`config.mk`:
```
export PLATFORM = sky130hd
export DESIGN_NAME = ttt_turn_controller
export DESIGN_NICKNAME = d
export VERILOG_FILES = /design/src/rtl/ttt_turn_controller.sv
export SDC_FILE = /design/constraint.sdc
export NUM_CORES = 1
export LEC_CHECK = 0
export BUFFER_PORTS_ARGS = -buffer_cell sky130_fd_sc_hd__buf_2
export CAP_MARGIN = 25
export CORE_MARGIN = 3
export CORE_UTILIZATION = 33
export CTS_BUF_LIST = sky130_fd_sc_hd__clkbuf_8 sky130_fd_sc_hd__clkbuf_16
export CTS_CLUSTER_DIAMETER = 50
export DETAILED_ROUTE_END_ITERATION = 10
export PLACE_DENSITY = 0.53
export SLEW_MARGIN = 25
export SYNTH_ARGS = -nofsm -noshare
export SYNTH_HDL_FRONTEND = slang
export SYNTH_SLANG_ARGS = --single-unit
```
`constraint.sdc`:
```
create_clock -name clk -period 3 [get_ports clk]
set_input_delay 0.45 -clock clk [delete_from_list [all_inputs] [get_ports clk]]
set_output_delay 0.45 -clock clk [all_outputs]
set_load 0.05 [all_outputs]
```
`src/rtl/ttt_turn_controller.sv`:
```
// Tic-tac-toe turn sequencer: owns the board, validates and applies moves,
// detects win/draw, passes the turn and optionally forfeits idle turns.
module ttt_turn_controller #(
  parameter int FIRST_PLAYER   = 1,
  parameter int TIMEOUT_CYCLES = 0
) (
  input  logic        clk,
  input  logic        reset,
  input  logic        new_game,
  input  logic        move_valid,
  input  logic [3:0]  move_pos,
  output logic [17:0] board,
  output logic [1:0]  current_player,
  output logic [1:0]  winner,
  output logic        draw,
  output logic        game_over,
  output logic        move_ack,
  output logic        move_err,
  output logic        turn_timeout
);

  localparam int TMR_W = (TIMEOUT_CYCLES > 0) ? $clog2(TIMEOUT_CYCLES + 1) : 1;
  localparam logic [TMR_W-1:0] TMR_LAST =
    (TIMEOUT_CYCLES > 0) ? TMR_W'(TIMEOUT_CYCLES - 1) : '0;
  localparam logic [1:0] P_FIRST = (FIRST_PLAYER == 2) ? 2'b10 : 2'b01;

  typedef enum logic [1:0] {
    WAIT_MOVE = 2'd0,
    CHECK     = 2'd1,
    OVER      = 2'd2
  } state_t;

  state_t           state, state_nxt;
  logic [17:0]      board_nxt;
  logic [1:0]       cur_nxt, winner_nxt, cell_sel;
  logic             draw_nxt, over_nxt, ack_nxt, err_nxt, to_nxt, legal;
  logic [3:0]       move_count, cnt_nxt;
  logic [TMR_W-1:0] timer, tmr_nxt;

  function automatic logic same3(input logic [1:0] a, input logic [1:0] b,
                                 input logic [1:0] c);
    return (a != 2'b00) && (a == b) && (b == c);
  endfunction

  function automatic logic any_line(input logic [17:0] b);
    logic [1:0] c [9];
    for (int i = 0; i < 9; i++) c[i] = b[2*i +: 2];
    return same3(c[0], c[1], c[2]) | same3(c[3], c[4], c[5]) |
           same3(c[6], c[7], c[8]) | same3(c[0], c[3], c[6]) |
           same3(c[1], c[4], c[7]) | same3(c[2], c[5], c[8]) |
           same3(c[0], c[4], c[8]) | same3(c[2], c[4], c[6]);
  endfunction

  function automatic logic [1:0] other(input logic [1:0] p);
    return (p == 2'b01) ? 2'b10 : 2'b01;
  endfunction

  // Next-state and next-value logic for the sequencer and its registers
  always_comb begin
    state_nxt  = state;
    board_nxt  = board;
    cur_nxt    = current_player;
    winner_nxt = winner;
    draw_nxt   = draw;
    over_nxt   = game_over;
    cnt_nxt    = move_count;
    tmr_nxt    = timer;
    ack_nxt    = 1'b0;
    err_nxt    = 1'b0;
    to_nxt     = 1'b0;
    cell_sel   = 2'b11;
    for (int i = 0; i < 9; i++) begin
      if (move_pos == 4'(i)) cell_sel = board[2*i +: 2];
    end
    // move_pos values 9..15 leave cell_sel at 11, which is never empty
    legal = (cell_sel == 2'b00);

    if (new_game) begin
      state_nxt  = WAIT_MOVE;
      board_nxt  = '0;
      cur_nxt    = P_FIRST;
      winner_nxt = 2'b00;
      draw_nxt   = 1'b0;
      over_nxt   = 1'b0;
      cnt_nxt    = '0;
      tmr_nxt    = '0;
    end else begin
      case (state)
        WAIT_MOVE: begin
          if (move_valid) begin
            if (legal) begin
              for (int i = 0; i < 9; i++) begin
                if (move_pos == 4'(i)) board_nxt[2*i +: 2] = current_player;
              end
              cnt_nxt   = (move_count < 4'd9) ? move_count + 4'd1 : move_count;
              ack_nxt   = 1'b1;
              state_nxt = CHECK;
            end else begin
              err_nxt = 1'b1;
            end
            // A move on the expiry cycle wins; hold the timer so the next
            // idle cycle still forfeits if the move was rejected.
            if (TIMEOUT_CYCLES > 0 && timer != TMR_LAST) tmr_nxt = timer + 1'b1;
          end else if (TIMEOUT_CYCLES > 0) begin
            if (timer == TMR_LAST) begin
              to_nxt  = 1'b1;
              cur_nxt = other(current_player);
              tmr_nxt = '0;
            end else begin
              tmr_nxt = timer + 1'b1;
            end
          end
        end
        CHECK: begin
          if (any_line(board)) begin
            winner_nxt = current_player;
            over_nxt   = 1'b1;
            state_nxt  = OVER;
          end else if (move_count == 4'd9) begin
            draw_nxt  = 1'b1;
            over_nxt  = 1'b1;
            state_nxt = OVER;
          end else begin
            cur_nxt   = other(current_player);
            tmr_nxt   = '0;
            state_nxt = WAIT_MOVE;
          end
        end
        OVER: begin
          if (move_valid) err_nxt = 1'b1;
        end
        default: state_nxt = WAIT_MOVE;
      endcase
    end
  end

  // State register
  always_ff @(posedge clk or negedge reset) begin
    if (!reset) state <= WAIT_MOVE;
    else        state <= state_nxt;
  end

  // Board, status, counters and output pulses
  always_ff @(posedge clk or negedge reset) begin
    if (!reset) begin
      board          <= '0;
      current_player <= P_FIRST;
      winner         <= 2'b00;
      draw           <= 1'b0;
      game_over      <= 1'b0;
      move_count     <= '0;
      timer          <= '0;
      move_ack       <= 1'b0;
      move_err       <= 1'b0;
      turn_timeout   <= 1'b0;
    end else begin
      board          <= board_nxt;
      current_player <= cur_nxt;
      winner         <= winner_nxt;
      draw           <= draw_nxt;
      game_over      <= over_nxt;
      move_count     <= cnt_nxt;
      timer          <= tmr_nxt;
      move_ack       <= ack_nxt;
      move_err       <= err_nxt;
      turn_timeout   <= to_nxt;
    end
  end

endmodule

```
# ---- Word level (Yosys, flattened, before mapping)
# Index checks and enable logic that the tools add are counted.
dict set report totals {
  register_bits 32
  in_bits 8
  output_inout_bits 27
  word_cells 172
}
dict set report op_classes {
  n_addsub 1
  order_cmp 1
  eq_ne 33
  muxes 57
  bitwise 7
  n_reduce_logical 56
}
# op count
set ops {}
lappend ops {{18-bit two-way mux} 4}
lappend ops {{2-bit two-way mux} 31}
lappend ops {{2-bit nonzero test} 21}
lappend ops {{4-bit AND reduction} 10}
lappend ops {{2-bit == test} 16}
lappend ops {{4-bit two-way mux} 5}
lappend ops {{4-bit by 3-bit == test with 1-bit output (second input constant)} 4}
lappend ops {{1-bit logical AND} 16}
lappend ops {{1-bit two-way mux} 15}
lappend ops {{3-bit AND reduction} 3}
lappend ops {{4-bit by 2-bit == test with 1-bit output (second input constant)} 2}
lappend ops {{4-bit == test (second input constant)} 2}
lappend ops {{1-bit OR} 7}
lappend ops {{2-bit inequality test (second input constant)} 3}
lappend ops {{3-bit inequality test (second input constant)} 2}
lappend ops {{2-bit case mux with 3 select lines} 1}
lappend ops {{4-bit by 1-bit adder with 4-bit output (second input constant)} 1}
lappend ops {{2-bit by 1-bit == test with 1-bit output (second input constant)} 2}
lappend ops {{4-bit by 1-bit == test with 1-bit output (second input constant)} 1}
lappend ops {{2-bit logical NOT} 2}
lappend ops {{4-bit logical NOT} 1}
lappend ops {{4-bit < comparator (second input constant)} 1}
lappend ops {{2-bit AND reduction} 2}
lappend ops {{3-bit nonzero test} 1}
lappend ops {{2 further kinds} 2}

# ---- Longest topological paths before layout
dict set report logic_depth {
  word_depth 15
  depth_mapped 8
  ltp_nobuf 6
}

# ---- Worst setup path before layout
# No wires, ideal clock.
dict set report synth_path {
  path_type {flip-flop to flip-flop}
  startpoint {register board[13]}
  endpoint {register current_player[1]}
  setup_ns 0.128
  arrival_ns 2.251
  t_required_ns 2.872
  path_slack_ns 0.622
  path_stages_with_launch 8
  n_path_buf 1
  period_less_slack_ns 2.378
  path_cell_list {dfrtp_1 > clkbuf_1 > nor3_1 > o2111ai_1 > o211a_1 > nand4_1 > nor4_2 > mux2_1}
}
dict set report synth_via {
  elab_chain_cells 11
  elab_cells_between_ends 16
  cone_classes {4 x eq/ne; 6 x bitwise; 6 x reduce/logical}
}
# item line
set synth_lines {}
lappend synth_lines {{start, declared} 12} ;# output logic [17:0] board,
lappend synth_lines {{start signal, assigned} 157} ;# board <= board_nxt;
lappend synth_lines {{2-bit == test or 2-bit nonzero test (tied branches)} 42} ;# return (a != 2'b00) && (a == b) && (b == c);
lappend synth_lines {{1-bit logical AND (2 in series)} 42}
lappend synth_lines {{1-bit OR} 48} ;# return same3(c[0], c[1], c[2]) | same3(c[3], c[4], c[5]) |
lappend synth_lines {{1-bit OR (2 in series)} 49} ;# same3(c[6], c[7], c[8]) | same3(c[0], c[3], c[6]) |
lappend synth_lines {{1-bit OR (2 in series)} 50} ;# same3(c[1], c[4], c[7]) | same3(c[2], c[5], c[8]) |
lappend synth_lines {{1-bit OR *} 51} ;# same3(c[0], c[4], c[8]) | same3(c[2], c[4], c[6]);
lappend synth_lines {{2-bit inequality test (no source line) *} --}
lappend synth_lines {{3-bit AND reduction (no source line) *} --}
lappend synth_lines {{end signal, assigned} 158} ;# current_player <= cur_nxt;
lappend synth_lines {{end, declared} 13} ;# output logic [1:0] current_player,
# Every way passes the cells marked *; elsewhere a longest branch is shown, timed or not.
# A chain may end at the register's enable or synchronous reset.

# ---- Worst setup path after layout
# Same ends and word-level chain as after synthesis.

==> results.md <==
- Max Freq: 0.4477 GHz
- Unique masters post-synth: 51
- PortBufs: 33
- RSZ-0062 raised after global routing: no
- Yosys warnings: 0
- Syn Nets: 245
- Synth top area share: 38.65%
- Placed Area: 0.002216 sq mm
- Crit start category: register
- Drt wl/cell: 15.97 um
- Slew HR: 51.20%
- Final Hold Fails: 0
- Setup WS pre-CTS: 0.6463 ns
- Root Driver: clkbuf_8
- CTS tree: done
- CTS Hold Buffers Added: 0
- Tmin final: 2.234 ns
- First-pass GRT wire length: 8.976 mm
- Fin area: 0.002342 sq mm
- Post-route non-filler standard cell count: 336
- Worst Setup End Kind: register
- Core box area: 0.005709 sq mm
- I/O pin total: 35
- Initial antenna violation count: 0
- Post-synth EDFFs: 0
- Post-DRT Antenna Nets: 0
- Post-DP HPWL: 3.928 mm
- Part of the Yosys area used for sequential elements: 39.96%
- Latest clock arrival within the worst-skew pair: 0.29 ns
- Largest net degree at the start of global routing: 35
- Fillers: 604
- Count of state elements after synthesis: 32
- Layout cell share with drive strength beyond 1: 19.70%
- Vias in the first global route: 1720
- Post-Route Utilization: 41.03%
- # resized after CTS: 0
- Die Height: 83.99 um
- Leak: 1.094 nW
- Synthesized area per cell: 8.577 sq um
- Maximum VDD drop: 242.7 uV
- Total of max-cap violations: 0
- Fin. max-slew vios: 0
- CP Max Fanout: 11
- # DRC: 0
- Final setup vio count: 0
- Period utilisation layout: 74.45%
- CTS max path bufs: 2
- Worst min-delay path class: in -> async
- Clock slew at reported path FFs: 0.07 ns
- DIE WIDTH: 83.99 um
- Area contributors post-synth: dfrtp_1, nor2_1, a21oi_1, nor3_1, o32ai_1
- Post-CTS Setup Inserts: 0
- Crit path kind: reg -> reg
- Num Clock Sinks: 32
- Area grow syn2layout: 16.71%
- Iteration-0 DRC Markers: 106
- GR Overflow Total: 0
- Gr usage total: 15.71%
- Total number of vias: 1881
- R2R depth: 6
- PwrDens: 442.9 mW/mm^2
- TritonCTS Buffers: 5
- Routed WL: 5.367 mm
- CP required: 3.17 ns
- Final GP Congestion: 0.8487
- Starting Density: 35.15%
- Post-route setup slack: 0.7664 ns
- Share of flip-flops with an asynchronous set or reset: 100.0%
- Vias per Instance: 5.598
- First-pass iteration count of the detailed router: 4
- Status: finished clean
- Ys flop type: dfrtp_1
- Net count, final: 274
- Synth area leader: dfrtp_1
- H-tree depth: 2
- Setup TNS Final: 0 ns
- Die area: 0.007053 sq mm
- Slew at the pin with the worst max-slew slack: 0.7321 ns
- ANT cells: 0
- Mapped Cells: 234
- Cell Area, Synth: 0.002007 sq mm
- Fin Clk Skew: 0.005503 ns
- FP Rows: 27
- Critical path arrival: 2.40 ns
- Dpl cells: 328
## kinds of logic (layout without fill, tap and decap cells)
kind of cell / Yosys count / count (layout) / share of synthesized area [%]
AND/OR/NAND/NOR: 111 / 111 / 31.36
other: 1 / 1 / 0.1869
AO/OA/AOI/OAI: 56 / 56 / 18.58
buffers and inverters: 26 / 56 / 5.487
multiplexers: 5 / 5 / 2.556
adder cells (fa/ha/maj): 3 / 3 / 1.871
flip-flops: 32 / 32 / 39.96
## critical path, stage by stage (launching register included)
cell and delay [ns]:
dfrtp_1 0.51, and3_1 0.21, o2111ai_1 0.18, o211a_1 0.16, nand4_1 0.26, nor4_2 0.43, mux2_1 0.36
## cell usage in the layout, fill, tap and decap left out, drive strengths merged, types with 3 or more instances in the layout
cell    synthesis  final
o22ai           4      4
nor4            3      3
a31oi           6      6
a22oi           3      3
nand4           3      3
nor4b           5      5
inv            13     13
nand2b          6      6
dfrtp          31     31
or3             5      5
and3            8      8
nand3          10     10
mux2i           4      4
buf             3     35
nor2           27     27
nor3           14     14
ha              3      3
clkbuf         10      7
o21ai           8      8
o32ai           6      6
nor2b           6      6
nand2          13     13
a21oi          17     17
## flip-flops by register name (all words and copies together), names as in the netlist
signal,cells
board,18
move_ack,1
state,2
current_player,2
winner,2
game_over,1
draw,1
move_count,4
move_err,1
## path summary, 6_finish.rpt
| check | slack [ns] | endpoint | start |
|---|---|---|---|
| max | 0.77 | current_player[1] | board[13] |
| min | 0.22 | board[4] | reset |
| max reg2reg | 0.77 | current_player[1] | board[13] |
| min reg2reg | 0.50 | draw | draw |
| max in group asynchronous | 2.31 | state[1] | reset |
| min in group clk | 0.50 | draw | draw |
## layer usage
metal,vias to the layer above,GRT usage (%),part of all wire (%)
met5,-,0,0
li1,923,-,-
met4,0,4.386,0.71
met1,899,22.15,49
met2,55,24.22,45
met3,4,3.356,5.2
## cell type report
class	count	area [sq um]	area share (%)
Clock inverter	1	30.03	1.282
Inverter	13	48.80	2.083
Tap cell	72	90.09	3.846
Timing Repair Buffer	35	180.2	7.692
Sequential cell	32	802.0	34.24
Clock buffer	7	96.34	4.113
Multi-Input combinational cell	176	1095	46.74
## power breakdown
part	total (W)	switching [W]	internal, W
clock	0.000460	0.000167	0.000293
combinational	0.000125	0.0000863	0.0000382
sequential	0.000453	0.0000122	0.000441
## cells in the mapped netlist (all sizes together), types with 3 or more instances
cell and count:
nor2b 6, nor2 27, buf 3, o22ai 4
ha 3, or3 5, nor4b 5, nor4 3
nor3 14, o21ai 8, dfrtp 31, o32ai 6
inv 13, nand2 13, nand3 10, nand2b 6
a31oi 6, mux2i 4, a21oi 17, and3 8
nand4 3, clkbuf 10, a22oi 3
## per-stage QoR
step / power, W / hold slack (ns)
5_1_grt: 0.001084 / 0.2767
2_1_floorplan: 0.0005503 / 0.1544
3_5_place_dp: 0.0005873 / 0.4849
3_3_place_gp: 0.0005869 / 0.4772
6_report: 0.001037 / 0.2182
4_1_cts: 0.001053 / 0.2416
Power figures use the tool's default switching activity.
